$ cat src/rtl/mux_41_rr_sched.sv
// Round-robin scheduler and registered output stage for a 4-lane
// valid-qualified mux. Arbitrates among four requesters and captures the
// winning word into data_out. It also returns a one-cycle ack to the winner
// and honours downstream backpressure through ready_out.
module mux_41_rr_sched #(
  parameter int unsigned WIDTH = 4,
  parameter int unsigned BURST = 1
) (
  input  logic             clk,
  input  logic             reset,
  input  logic [WIDTH-1:0] data_0,
  input  logic [WIDTH-1:0] data_1,
  input  logic [WIDTH-1:0] data_2,
  input  logic [WIDTH-1:0] data_3,
  input  logic             valid_0,
  input  logic             valid_1,
  input  logic             valid_2,
  input  logic             valid_3,
  input  logic             ready_out,
  output logic [WIDTH-1:0] data_out,
  output logic             valid_out,
  output logic [1:0]       sel,
  output logic             ack_0,
  output logic             ack_1,
  output logic             ack_2,
  output logic             ack_3
);

  typedef enum logic [1:0] {
    IDLE  = 2'd0,
    SEND  = 2'd1,
    STALL = 2'd2
  } state_e;

  state_e           state_q, state_d;
  logic [WIDTH-1:0] data_q,  data_d;
  logic [1:0]       sel_q,   sel_d;
  logic [1:0]       last_q,  last_d;
  logic [1:0]       cnt_q,   cnt_d;

  logic [3:0]       vld;
  logic [WIDTH-1:0] lane_data [4];
  logic             load;
  logic             keep;
  logic             found;
  logic [1:0]       win_rr;
  logic [1:0]       win_idx;
  logic             has_win;
  logic [3:0]       ack_vec;

  assign vld          = {valid_3, valid_2, valid_1, valid_0};
  assign lane_data[0] = data_0;
  assign lane_data[1] = data_1;
  assign lane_data[2] = data_2;
  assign lane_data[3] = data_3;

  assign valid_out = (state_q != IDLE);
  assign data_out  = data_q;
  assign sel       = sel_q;
  assign load      = ~valid_out | ready_out;

  // The owner keeps the lane only while it is actively sending; after an idle
  // gap a returning lane competes through the rotation like everybody else.
  assign keep = valid_out && vld[sel_q] && ((32'(cnt_q) + 32'd1) < BURST);

  // Rotating-priority search starting just after the last winner.
  always_comb begin
    logic [1:0] idx;
    idx    = '0;
    found  = 1'b0;
    win_rr = '0;
    for (int unsigned k = 1; k <= 4; k++) begin
      idx = last_q + 2'(k);
      if (!found && vld[idx]) begin
        found  = 1'b1;
        win_rr = idx;
      end
    end
  end

  // Winner resolution and one-hot ack; no path from the data lanes.
  always_comb begin
    win_idx = keep ? sel_q : win_rr;
    has_win = load && (keep || found);
    ack_vec = '0;
    if (has_win && !reset) begin
      ack_vec = 4'b0001 << win_idx;
    end
  end

  assign ack_0 = ack_vec[0];
  assign ack_1 = ack_vec[1];
  assign ack_2 = ack_vec[2];
  assign ack_3 = ack_vec[3];

  // Next-state logic for the FSM, capture registers and burst counter.
  always_comb begin
    state_d = state_q;
    data_d  = data_q;
    sel_d   = sel_q;
    last_d  = last_q;
    cnt_d   = cnt_q;
    case (state_q)
      IDLE: begin
        if (has_win) state_d = SEND;
      end
      SEND, STALL: begin
        if (!load)        state_d = STALL;
        else if (has_win) state_d = SEND;
        else              state_d = IDLE;
      end
      default: state_d = IDLE;
    endcase
    if (has_win) begin
      data_d = lane_data[win_idx];
      sel_d  = win_idx;
      last_d = win_idx;
      cnt_d  = keep ? cnt_q + 2'd1 : '0;
    end else if (load) begin
      cnt_d  = '0;
    end
  end

  // State registers with asynchronous reset; last=3 gives lane 0 first turn.
  always_ff @(posedge clk or posedge reset) begin
    if (reset) begin
      state_q <= IDLE;
      data_q  <= '0;
      sel_q   <= '0;
      last_q  <= 2'd3;
      cnt_q   <= '0;
    end else begin
      state_q <= state_d;
      data_q  <= data_d;
      sel_q   <= sel_d;
      last_q  <= last_d;
      cnt_q   <= cnt_d;
    end
  end

endmodule

$ cat config.mk
export PLATFORM = sky130hd
export DESIGN_NAME = mux_41_rr_sched
export DESIGN_NICKNAME = d
export VERILOG_FILES = /design/src/rtl/mux_41_rr_sched.sv
export SDC_FILE = /design/constraint.sdc
export NUM_CORES = 1
export LEC_CHECK = 0
export BUFFER_PORTS_ARGS = -buffer_cell sky130_fd_sc_hd__buf_2
export CAP_MARGIN = 20
export CORE_MARGIN = 10
export CORE_UTILIZATION = 53
export CTS_CLUSTER_DIAMETER = 40
export CTS_CLUSTER_SIZE = 24
export DETAILED_ROUTE_END_ITERATION = 10
export GPL_ROUTABILITY_DRIVEN = 0
export GPL_TIMING_DRIVEN = 1
export PLACE_DENSITY = 0.84
export SLEW_MARGIN = 20
export SYNTH_ARGS = -nofsm -noshare
export SYNTH_HDL_FRONTEND = slang
export SYNTH_SLANG_ARGS = --single-unit
$ cat constraint.sdc
create_clock -name clk -period 3.6 [get_ports clk]
set_input_delay 0.72 -clock clk [delete_from_list [all_inputs] [get_ports clk]]
set_output_delay 0.72 -clock clk [all_outputs]
set_load 0.02 [all_outputs]
==> results.py <==
metrics = {
    "status": {
        "outcome": "finished clean",
    },
    "final_layout": {
        "fin_util_pct": 66.8,
        "layout.cells.non_filler": 159,
        "area_growth_pct": 17.7,
        "fin_nets": 163,
        "antenna_cells": 0,
        "drive_gt1_share_pct": 38.1,
    },
    "synthesis": {
        "synth_area_sq_um": 1000,
        "synth-edff-count": 0,
        "synth_nets": 130,
        "yosysSeqAreaShare_pct": 30.3,
        "ys_ff_latch": 12,
        "synth_cells": 103,
        "async_reset_ff_share_pct": 100,
        "synth_flop_cell": "dfrtp_1",
        "yosys_warnings": 0,
        "avgSynthCellArea_sq_um": 9.72,
        "synthDistinctLibCells": 35,
    },
    "power_and_ir_drop": {
        "vdd_drop_max_mv": 0.405,
        "powerDensity_nw_per_um2": 747,
        "power.leakage_nw": 0.541,
        "power_uw": 881,
    },
    "timing": {
        "post-route-period-util_pct": 87.4,
        "setup_viol": 0,
        "hold_viol_final": 0,
        "drv_slew": 0,
        "max_slew_margin_pct": 54.5,
        "tns_ns": 0,
        "period_needed_ns": 3.14,
        "fin_skew_ns": 0.00356,
        "tightest_slew_ns": 0.680,
        "rsz0062_at_grt": "no",
        "holdWs_ns": 0.481,
        "fmax_ghz": 0.318,
    },
    "floorplanning": {
        "start_util_pct": 56.7,
        "chipWidth_um": 63.5,
        "placementRows": 15,
        "core_area_sq_um": 1760,
        "die-area_sq_um": 4030,
        "io_pins": 34,
        "die_h_um": 63.5,
    },
    "setup_path": {
        "reg2reg_depth": 7,
        "worst-r2r-setup-slack_ns": 1.27,
        "startpoint_type": "flip-flop",
        "worstPathRequired_ns": 2.88,
        "critical_path_class": "flip-flop to primary output",
        "crit_path_end_kind": "primary output",
        "r2r_start": "state_q[1]$_DFFE_PP0P_",
        "cp_max_fo": 6,
        "r2r_end": "data_out[2]$_DFFE_PP0P_",
        "cp.arrival_ns": 2.42,
    },
    "clock_tree": {
        "cts_buffers": 3,
        "cts_hold_buf": 0,
        "cts_buffer_depth": 2,
        "cts_tree": "done",
        "htree_levels": 1,
        "post_cts_buffers": 0,
        "root_buffer": "clkbuf_4",
        "cts_sinks": 12,
        "cts_resized": 0,
        "clkTransAtPathRegs_ns": 0.07,
        "clock_latency_ns": 0.27,
    },
    "worst_hold_path": {
        "hp-class": "primary input to async pin",
    },
    "routing": {
        "firstDrtPassIters": 4,
        "num_vias": 934,
        "drt_iter0_drc": 24,
        "drc": 0,
        "via_per_inst": 5.87,
        "ant_nets": 0,
        "routedWlPerCell_um": 16.7,
        "routed_wl_um": 2650,
    },
    "placed_design": {
        "hpwl_um": 2190,
        "portBuffers": 33,
        "placedCellCount": 156,
    },
    "job": {
        "cap_violations": 0,
    },
    "global_routing": {
        "grt_max_degree": 13,
        "antenna_found_initial": 0,
        "grt_pass1_vias": 964,
        "grt_use_total_pct": 13.2,
        "grt.overflow.total": 0,
        "grt_first_pass_wirelength_um": 4490,
    },
}
## flip-flops by register name (all words and copies together), names as in the netlist
register and cells:
data_out 4, cnt_q 2, last_q 2, sel 2
state_q 2
## worst max-delay path by stage
stage	startpoint	end	cells after the start
final	state_q[1]$_DFFE_PP0P_	ack_2	7
after global routing	state_q[0]$_DFFE_PP0P_	ack_2	7
after CTS	state_q[1]$_DFFE_PP0P_	ack_0	7
after detailed placement	valid_3	ack_1	7
after global placement	valid_3	ack_3	7
after floorplan	valid_3	ack_1	6
## cells in the mapped netlist, drive strengths merged (3+ instances only)
master,instances,share of area [%]
a21boi,4,3.0
a31oi,4,2.5
a32o,3,3.0
and3,4,3.0
buf,4,3.7
dfrtp,10,25
ha,4,5.0
inv,8,3.0
mux2i,10,10
nand2,9,3.4
nor2,5,2.6
nor4,5,3.1
o21ai,5,2.9
o32ai,6,6.7
## per-layer routing
layer  up-vias  wire (um)  GRT usage [%]
met2        26       1310           22.7
met5         -          0              0
met4         0         30           4.37
met3         5        151           4.24
met1       449       1160           14.8
li1        454          -              -
## per-stage QoR
stage               instance area (sq um)  setup slack, ns
floorplan                            1000            0.555
global placement                     1160            0.691
detailed placement                   1160            0.648
CTS                                  1180            0.480
global route                         1180            0.233
finish                               1180            0.455
## critical path: stages, from the launching register on
cell     delay (ns)
dfrtp_1        0.39
inv_1          0.06
ha_1           0.25
or3b_4         0.47
o22ai_1        0.32
nand2_1        0.19
nor4_1         0.26
buf_2          0.22
## cells in the final DEF, fill, tap and decap left out, drive strengths merged, types with 5 or more instances in the layout
cell type,netlist,layout
inv,8,8
o21ai,5,5
nor2,5,5
nand2,9,9
nor4,5,5
dfrtp,10,10
mux2i,10,10
buf,4,33
o32ai,6,6
## final cells by class
class                      count  area (sq um)
tap                           25          31.3
clock buffer                   3          22.5
multi-input combinational     78           627
sequential                    12           303
inverter                       8          30.0
fill                         154           586
timing repair buffer          33           165
## logic make-up after synthesis
kind of cell    synth area share (%)
simple gates                    18.9
compound gates                  28.7
buf+inv                         7.12
flops                           30.2
mux                             10.0
fa+ha+maj                       5.00
## power by group
part           switching, mW  leakage [nW]  internal, mW
Sequential            0.0644         0.142         0.199
Clock                 0.0424        0.0138        0.0387
Combinational          0.317         0.385         0.220
Total                  0.424         0.541         0.457
Note: power is estimated with default switching activity, not from simulation.
